## src/rtl/prach_unreshape1.sv

```systemverilog
// prach_unreshape1: restores per-sample (re, im) order from the packed dp1/dp2
// stream. Each lane buffers one block of SIZE beats in a ping-pong store. The
// block is then drained in natural sample order, one beat per cycle.
// Optional feature macro: PRACH_UNRESHAPE_ERR_EN (err pulse on discard / chn change).
module prach_unreshape1 #(
    parameter int unsigned NUM_LANES = 3,
    parameter int unsigned SIZE      = 8,
    parameter int unsigned WIDTH     = 16
) (
    input  logic                         clk,
    input  logic                         rst,
    input  logic [WIDTH*NUM_LANES-1:0]   din_dp1,
    input  logic [WIDTH*NUM_LANES-1:0]   din_dp2,
    input  logic                         din_dv,
    input  logic [7:0]                   din_chn,
    input  logic                         sync_in,
    output logic [WIDTH*NUM_LANES-1:0]   dout_dr,
    output logic [WIDTH*NUM_LANES-1:0]   dout_di,
    output logic                         dout_dv,
    output logic [7:0]                   dout_chn,
    output logic                         sync_out,
    output logic                         err
);

    localparam int unsigned AW = $clog2(SIZE);

    typedef enum logic {
        IDLE,
        DRAIN
    } state_t;

    // Control state
    state_t          state_q, state_d;
    logic [AW-1:0]   wcnt_q, wcnt_d;
    logic [AW-1:0]   rcnt_q, rcnt_d;
    logic            wbank_q, wbank_d;
    logic            rbank_q, rbank_d;
    logic            pend_q, pend_d;
    logic [7:0]      cur_chn_q, cur_chn_d;
    logic            cur_sync_q, cur_sync_d;
    logic [7:0]      bank_chn_q [2];
    logic [7:0]      bank_chn_d [2];
    logic            bank_sync_q [2];
    logic            bank_sync_d [2];

    // Per-lane ping-pong storage of the packed words
    logic [WIDTH-1:0] mem1_q [NUM_LANES][2][SIZE];
    logic [WIDTH-1:0] mem1_d [NUM_LANES][2][SIZE];
    logic [WIDTH-1:0] mem2_q [NUM_LANES][2][SIZE];
    logic [WIDTH-1:0] mem2_d [NUM_LANES][2][SIZE];

    // Registered outputs
    logic [WIDTH*NUM_LANES-1:0] dr_q, dr_d;
    logic [WIDTH*NUM_LANES-1:0] di_q, di_d;
    logic                       dv_q, dv_d;
    logic [7:0]                 chn_q, chn_d;
    logic                       sync_out_q, sync_out_d;
    logic                       err_q, err_d;

`ifdef PRACH_UNRESHAPE_ERR_EN
    logic chn_bad_q, chn_bad_d;
`endif

    // Write-side helpers
    logic [AW-1:0] widx;
    logic          restart;
    logic          complete;
    logic [AW-1:0] ra_e;
    logic [AW-1:0] ra_o;

    // Write side: beat placement, block completion, bank flip and tag latching
    always_comb begin
        mem1_d      = mem1_q;
        mem2_d      = mem2_q;
        wcnt_d      = wcnt_q;
        wbank_d     = wbank_q;
        cur_chn_d   = cur_chn_q;
        cur_sync_d  = cur_sync_q;
        bank_chn_d  = bank_chn_q;
        bank_sync_d = bank_sync_q;
        err_d       = 1'b0;
`ifdef PRACH_UNRESHAPE_ERR_EN
        chn_bad_d   = chn_bad_q;
`endif

        // A sync on a mid-block beat drops the partial block and restarts at index 0
        widx     = sync_in ? '0 : wcnt_q;
        restart  = din_dv && sync_in && (wcnt_q != '0);
        complete = din_dv && (widx == AW'(SIZE - 1));

        if (din_dv) begin
            for (int unsigned l = 0; l < NUM_LANES; l++) begin
                mem1_d[l][wbank_q][widx] = din_dp1[l*WIDTH +: WIDTH];
                mem2_d[l][wbank_q][widx] = din_dp2[l*WIDTH +: WIDTH];
            end
            wcnt_d = widx + AW'(1);
            if (widx == '0) begin
                cur_chn_d  = din_chn;
                cur_sync_d = sync_in;
`ifdef PRACH_UNRESHAPE_ERR_EN
                chn_bad_d  = 1'b0;
`endif
            end
            if (complete) begin
                wcnt_d                = '0;
                wbank_d               = ~wbank_q;
                bank_chn_d[wbank_q]   = cur_chn_q;
                bank_sync_d[wbank_q]  = cur_sync_q;
            end
        end

`ifdef PRACH_UNRESHAPE_ERR_EN
        // Only the first chn mismatch of a block raises err
        if (restart) begin
            err_d = 1'b1;
        end else if (din_dv && (widx != '0) && (din_chn != cur_chn_q) && !chn_bad_q) begin
            err_d     = 1'b1;
            chn_bad_d = 1'b1;
        end
`else
        err_d = restart & 1'b0;
`endif
    end

    // Read side: IDLE/DRAIN sequencing and natural-order unpack into output regs
    always_comb begin
        state_d    = state_q;
        rcnt_d     = rcnt_q;
        rbank_d    = rbank_q;
        pend_d     = pend_q;
        dr_d       = dr_q;
        di_d       = di_q;
        chn_d      = chn_q;
        dv_d       = 1'b0;
        sync_out_d = 1'b0;

        // Sample k: first half lives in dp1 at beats 2k/2k+1, second half in dp2
        ra_e = {rcnt_q[AW-2:0], 1'b0};
        ra_o = {rcnt_q[AW-2:0], 1'b1};

        case (state_q)
            IDLE: begin
                if (complete) begin
                    state_d = DRAIN;
                    rcnt_d  = '0;
                    rbank_d = wbank_q;
                end
            end
            DRAIN: begin
                dv_d       = 1'b1;
                chn_d      = bank_chn_q[rbank_q];
                sync_out_d = (rcnt_q == '0) && bank_sync_q[rbank_q];
                for (int unsigned l = 0; l < NUM_LANES; l++) begin
                    if (rcnt_q[AW-1]) begin
                        dr_d[l*WIDTH +: WIDTH] = mem2_q[l][rbank_q][ra_e];
                        di_d[l*WIDTH +: WIDTH] = mem2_q[l][rbank_q][ra_o];
                    end else begin
                        dr_d[l*WIDTH +: WIDTH] = mem1_q[l][rbank_q][ra_e];
                        di_d[l*WIDTH +: WIDTH] = mem1_q[l][rbank_q][ra_o];
                    end
                end
                if (rcnt_q == AW'(SIZE - 1)) begin
                    if (pend_q || complete) begin
                        rcnt_d  = '0;
                        rbank_d = ~rbank_q;
                        pend_d  = 1'b0;
                    end else begin
                        state_d = IDLE;
                    end
                end else begin
                    rcnt_d = rcnt_q + AW'(1);
                    if (complete) begin
                        pend_d = 1'b1;
                    end
                end
            end
            default: begin
                state_d = IDLE;
            end
        endcase
    end

    // State and output registers with synchronous reset
    always_ff @(posedge clk) begin
        if (rst) begin
            state_q     <= IDLE;
            wcnt_q      <= '0;
            rcnt_q      <= '0;
            wbank_q     <= 1'b0;
            rbank_q     <= 1'b0;
            pend_q      <= 1'b0;
            cur_chn_q   <= '0;
            cur_sync_q  <= 1'b0;
            bank_chn_q  <= '{default: '0};
            bank_sync_q <= '{default: 1'b0};
            mem1_q      <= '{default: '0};
            mem2_q      <= '{default: '0};
            dr_q        <= '0;
            di_q        <= '0;
            dv_q        <= 1'b0;
            chn_q       <= '0;
            sync_out_q  <= 1'b0;
            err_q       <= 1'b0;
`ifdef PRACH_UNRESHAPE_ERR_EN
            chn_bad_q   <= 1'b0;
`endif
        end else begin
            state_q     <= state_d;
            wcnt_q      <= wcnt_d;
            rcnt_q      <= rcnt_d;
            wbank_q     <= wbank_d;
            rbank_q     <= rbank_d;
            pend_q      <= pend_d;
            cur_chn_q   <= cur_chn_d;
            cur_sync_q  <= cur_sync_d;
            bank_chn_q  <= bank_chn_d;
            bank_sync_q <= bank_sync_d;
            mem1_q      <= mem1_d;
            mem2_q      <= mem2_d;
            dr_q        <= dr_d;
            di_q        <= di_d;
            dv_q        <= dv_d;
            chn_q       <= chn_d;
            sync_out_q  <= sync_out_d;
            err_q       <= err_d;
`ifdef PRACH_UNRESHAPE_ERR_EN
            chn_bad_q   <= chn_bad_d;
`endif
        end
    end

    assign dout_dr  = dr_q;
    assign dout_di  = di_q;
    assign dout_dv  = dv_q;
    assign dout_chn = chn_q;
    assign sync_out = sync_out_q;
    assign err      = err_q;

endmodule

```

## config.mk

```make
export PLATFORM = sky130hd
export DESIGN_NAME = prach_unreshape1
export DESIGN_NICKNAME = d
export VERILOG_FILES = /design/src/rtl/prach_unreshape1.sv
export SDC_FILE = /design/constraint.sdc
export NUM_CORES = 2
export LEC_CHECK = 0
export ABC_CLOCK_PERIOD_IN_PS = 2780
export CORE_AREA = 8 8 551 445
export DETAILED_ROUTE_END_ITERATION = 8
export DIE_AREA = 0 0 559 453
export PLACE_DENSITY = 0.5
export SYNTH_ARGS = -nofsm -noshare
export SYNTH_HDL_FRONTEND = slang
export SYNTH_SLANG_ARGS = --single-unit
```

## constraint.sdc

```tcl
create_clock -name clk -period 2.78 [get_ports clk]
set_input_delay 0.556 -clock clk [delete_from_list [all_inputs] [get_ports clk]]
set_output_delay 0.556 -clock clk [all_outputs]
set_load 0.01 [all_outputs]
```

==> impl_metrics.env <==
export IMPL_run_status="complete, no violations"
export IMPL_endpoint_kind="output port"
export IMPL_slowest_delay_ps=720
export IMPL_grt_max_degree=216
export IMPL_cp_num_cells=1
export IMPL_wirelength_um=264000
export IMPL_grt_pass1_vias=59800
export IMPL_syn2layout_area_growth_pct=18.3
export IMPL_min_delay_path_depth=2
export IMPL_postPlaceCellArea_um2=77300
export IMPL_final_core_util_pct=35.3
export IMPL_finalHoldViolations=0
export IMPL_p_per_area_nw_per_um2=608
export IMPL_synth_warnings=0
export IMPL_start_util_pct=29.8
export IMPL_ys_ff_latch=1679
export IMPL_clock_latency_ps=830
export IMPL_die_width_um=559
export IMPL_post_cts_repair_setup_buffers=0
export IMPL_cp_slowest_cell="clkdlybuf4s50_1"
export IMPL_period_needed_ps=2630
export IMPL_htreeDepth=4
export IMPL_gp_congestion=0.768
export IMPL_path_clk_slew_ps=70
export IMPL_finClkSkew_ps=52.5
export IMPL_vias=62700
export IMPL_crit_arrival_ps=2080
export IMPL_cts_buffer_depth=3
export IMPL_nets=9053
export IMPL_ff2ff_path_depth=6
export IMPL_rsz0062_at_grt="no"
export IMPL_hold_path_class="input port to register"
export IMPL_synth_cell_types=39
export IMPL_cp_start_kind="register"
export IMPL_port_buffers=213
export IMPL_cts_resized=0
export IMPL_drive_gt1_share_pct=7.02
export IMPL_post_place_ws_ps=-63.7
export IMPL_ant_nets=0
export IMPL_viasPerCell=5.12
export IMPL_antenna_found_initial=22
export IMPL_gr_total_overflow=0
export IMPL_syn_avg_cell_area_um2=7.70
export IMPL_synth_async_reset_ratio_pct=0
export IMPL_cts_buffers=181
export IMPL_path_class="register to output port"
export IMPL_first_pass_iters=6
export IMPL_io_pins=215
export IMPL_worstPathCellList="clkdlybuf4s50_1"
export IMPL_dieArea_um2=253000
export IMPL_worst_slack_ps=146
export IMPL_tightest_slew_ps=1180
export IMPL_cap_violations=0
export IMPL_grt_pass1_wl_um=392000
export IMPL_die_h_um=453
export IMPL_hold_buffers=0
export IMPL_peakVddDrop_uv=530
export IMPL_finalSetupTns_ps=0
export IMPL_drc=0
export IMPL_synth_edf_count=0
export IMPL_critPathMaxFanout=2
export IMPL_yosysSeqAreaShare_pct=47.8
export IMPL_crit_required_ps=2220
export IMPL_max_clock_freq_mhz=380
export IMPL_drtIter0Drc=5472
export IMPL_routedWlPerCell_um=21.6
export IMPL_drv_slew=0
export IMPL_cts_sinks=1679
export IMPL_fin_crit_sh_pct=94.8
export IMPL_leakagePower_nw=26.3
export IMPL_core_area_um2=236000
export IMPL_crit_buf_inv=1
export IMPL_finalSetupViolCount=0
export IMPL_final_cell_area_um2=83300
export IMPL_cts_tree="done"
export IMPL_synth_area_um2=70400
export IMPL_dp_hpwl_um=155000
export IMPL_synthCells=9136
export IMPL_synth_ff_type="dfxtp_1"
export IMPL_cts_root_buf="clkbuf_16"
export IMPL_synth_nets=9250
export IMPL_grt_usage_pct=19.9
export IMPL_slew_headroom_pct=21.3
export IMPL_critPathTopFamily="buffers and inverters"
export IMPL_rows=160
cells by family (layout without fill, tap and decap cells):
| group | after synthesis | count (layout) | share of synthesized area, % |
|---|---|---|---|
| and+or+nand+nor | 3778 | 3778 | 20.9 |
| AOI/OAI and AO/OA | 1967 | 1967 | 14.7 |
| DFF | 1679 | 1679 | 47.8 |
| buffers and inverters | 920 | 859 | 5.34 |
| muxes | 785 | 785 | 11.2 |
| adders and majority gates | 6 | 6 | 0.107 |
| other | 1 | 14 | 0.00533 |
final timing paths:
check	from	to	slack (ps)
worst max-delay path	dout_di[15]	dout_di[15]	150
worst min-delay path	rst	mem2_q[575]	130
worst max register to register	rcnt_q[1]	dout_dr[7]	510
worst min register to register	bank_chn_q[1]	bank_chn_q[1]	450
flip-flops by register name, summed over array words and instances (netlist names), 2 cells and up:
signal and cells:
bank_chn_q 16, rcnt_q 3, wcnt_q 3, mem1_q 768
bank_sync_q 2, dout_chn 8, mem2_q 768, dout_di 48
cur_chn_q 8, dout_dr 48
layout make-up:
| type | instances | area (µm²) |
|---|---|---|
| fill | 24200 | 153000 |
| tap | 3159 | 3950 |
| inverter | 6 | 22.5 |
| antenna | 13 | 32.5 |
| clock inverter | 55 | 727 |
| timing repair buffer | 534 | 6400 |
| clock buffer | 264 | 5270 |
| multi-input combinational | 6537 | 33300 |
| sequential | 1679 | 33600 |
metal layers:
metal / routed length, µm / track usage [%] / up-vias
met4: 6290 / 5.46 / 2
met5: 11 / 0 / -
met1: 122000 / 27.6 / 30600
met3: 16300 / 3.12 / 401
met2: 120000 / 32.0 / 1946
li1: - / - / 29700
cells in the final DEF, fill, tap and decap left out, types with 34 or more instances in the layout:
cell	n
a21oi_1	1754
a22oi_1	194
buf_12	148
buf_4	173
clkbuf_1	45
clkbuf_16	185
clkbuf_8	34
clkdlybuf4s50_1	212
dfxtp_1	1678
mux2i_1	785
nand2_1	3405
nand3_1	289
through the flow:
stage / total power, W / instances / hold WS, ps
global placement: 0.0266 / 11900 / 440
detailed placement: 0.0266 / 11900 / 444
floorplan: 0.0258 / 9136 / 436
global route: 0.0522 / 12200 / 69.2
finish: 0.0506 / 12200 / 128
CTS: 0.0511 / 12200 / 52.7
synthesized netlist by cell type, types with 2 or more instances:
library cell     n  area share (%)
a211oi_1        10            0.11
a21oi_1       1754              12
a22oi_1        194             2.1
and2_1           3           0.027
buf_1           40            0.21
buf_2          188             1.3
buf_4           14            0.15
buf_6            2           0.032
clkbuf_1       670             3.6
dfxtp_1       1679              48
ha_1             6            0.11
inv_1            6           0.032
mux2i_1        785              11
nand2_1       3415              18
nand2b_1         3           0.027
nand3_1        293             2.1
nand3b_1         3           0.032
nor2_1          34            0.18
nor2_4           3           0.048
nor2b_1          8           0.071
nor3_1           2           0.014
nor3_2           2           0.028
nor4bb_1         2           0.028
o211a_1          2           0.028
o211ai_1         3           0.032
o21ai_0          2           0.014
power by group:
group,switching (W),internal (W)
registers,0.0000726,0.0242
clock network,0.0104,0.0142
logic,0.00131,0.000488
Note: power is estimated with default switching activity, not from simulation.
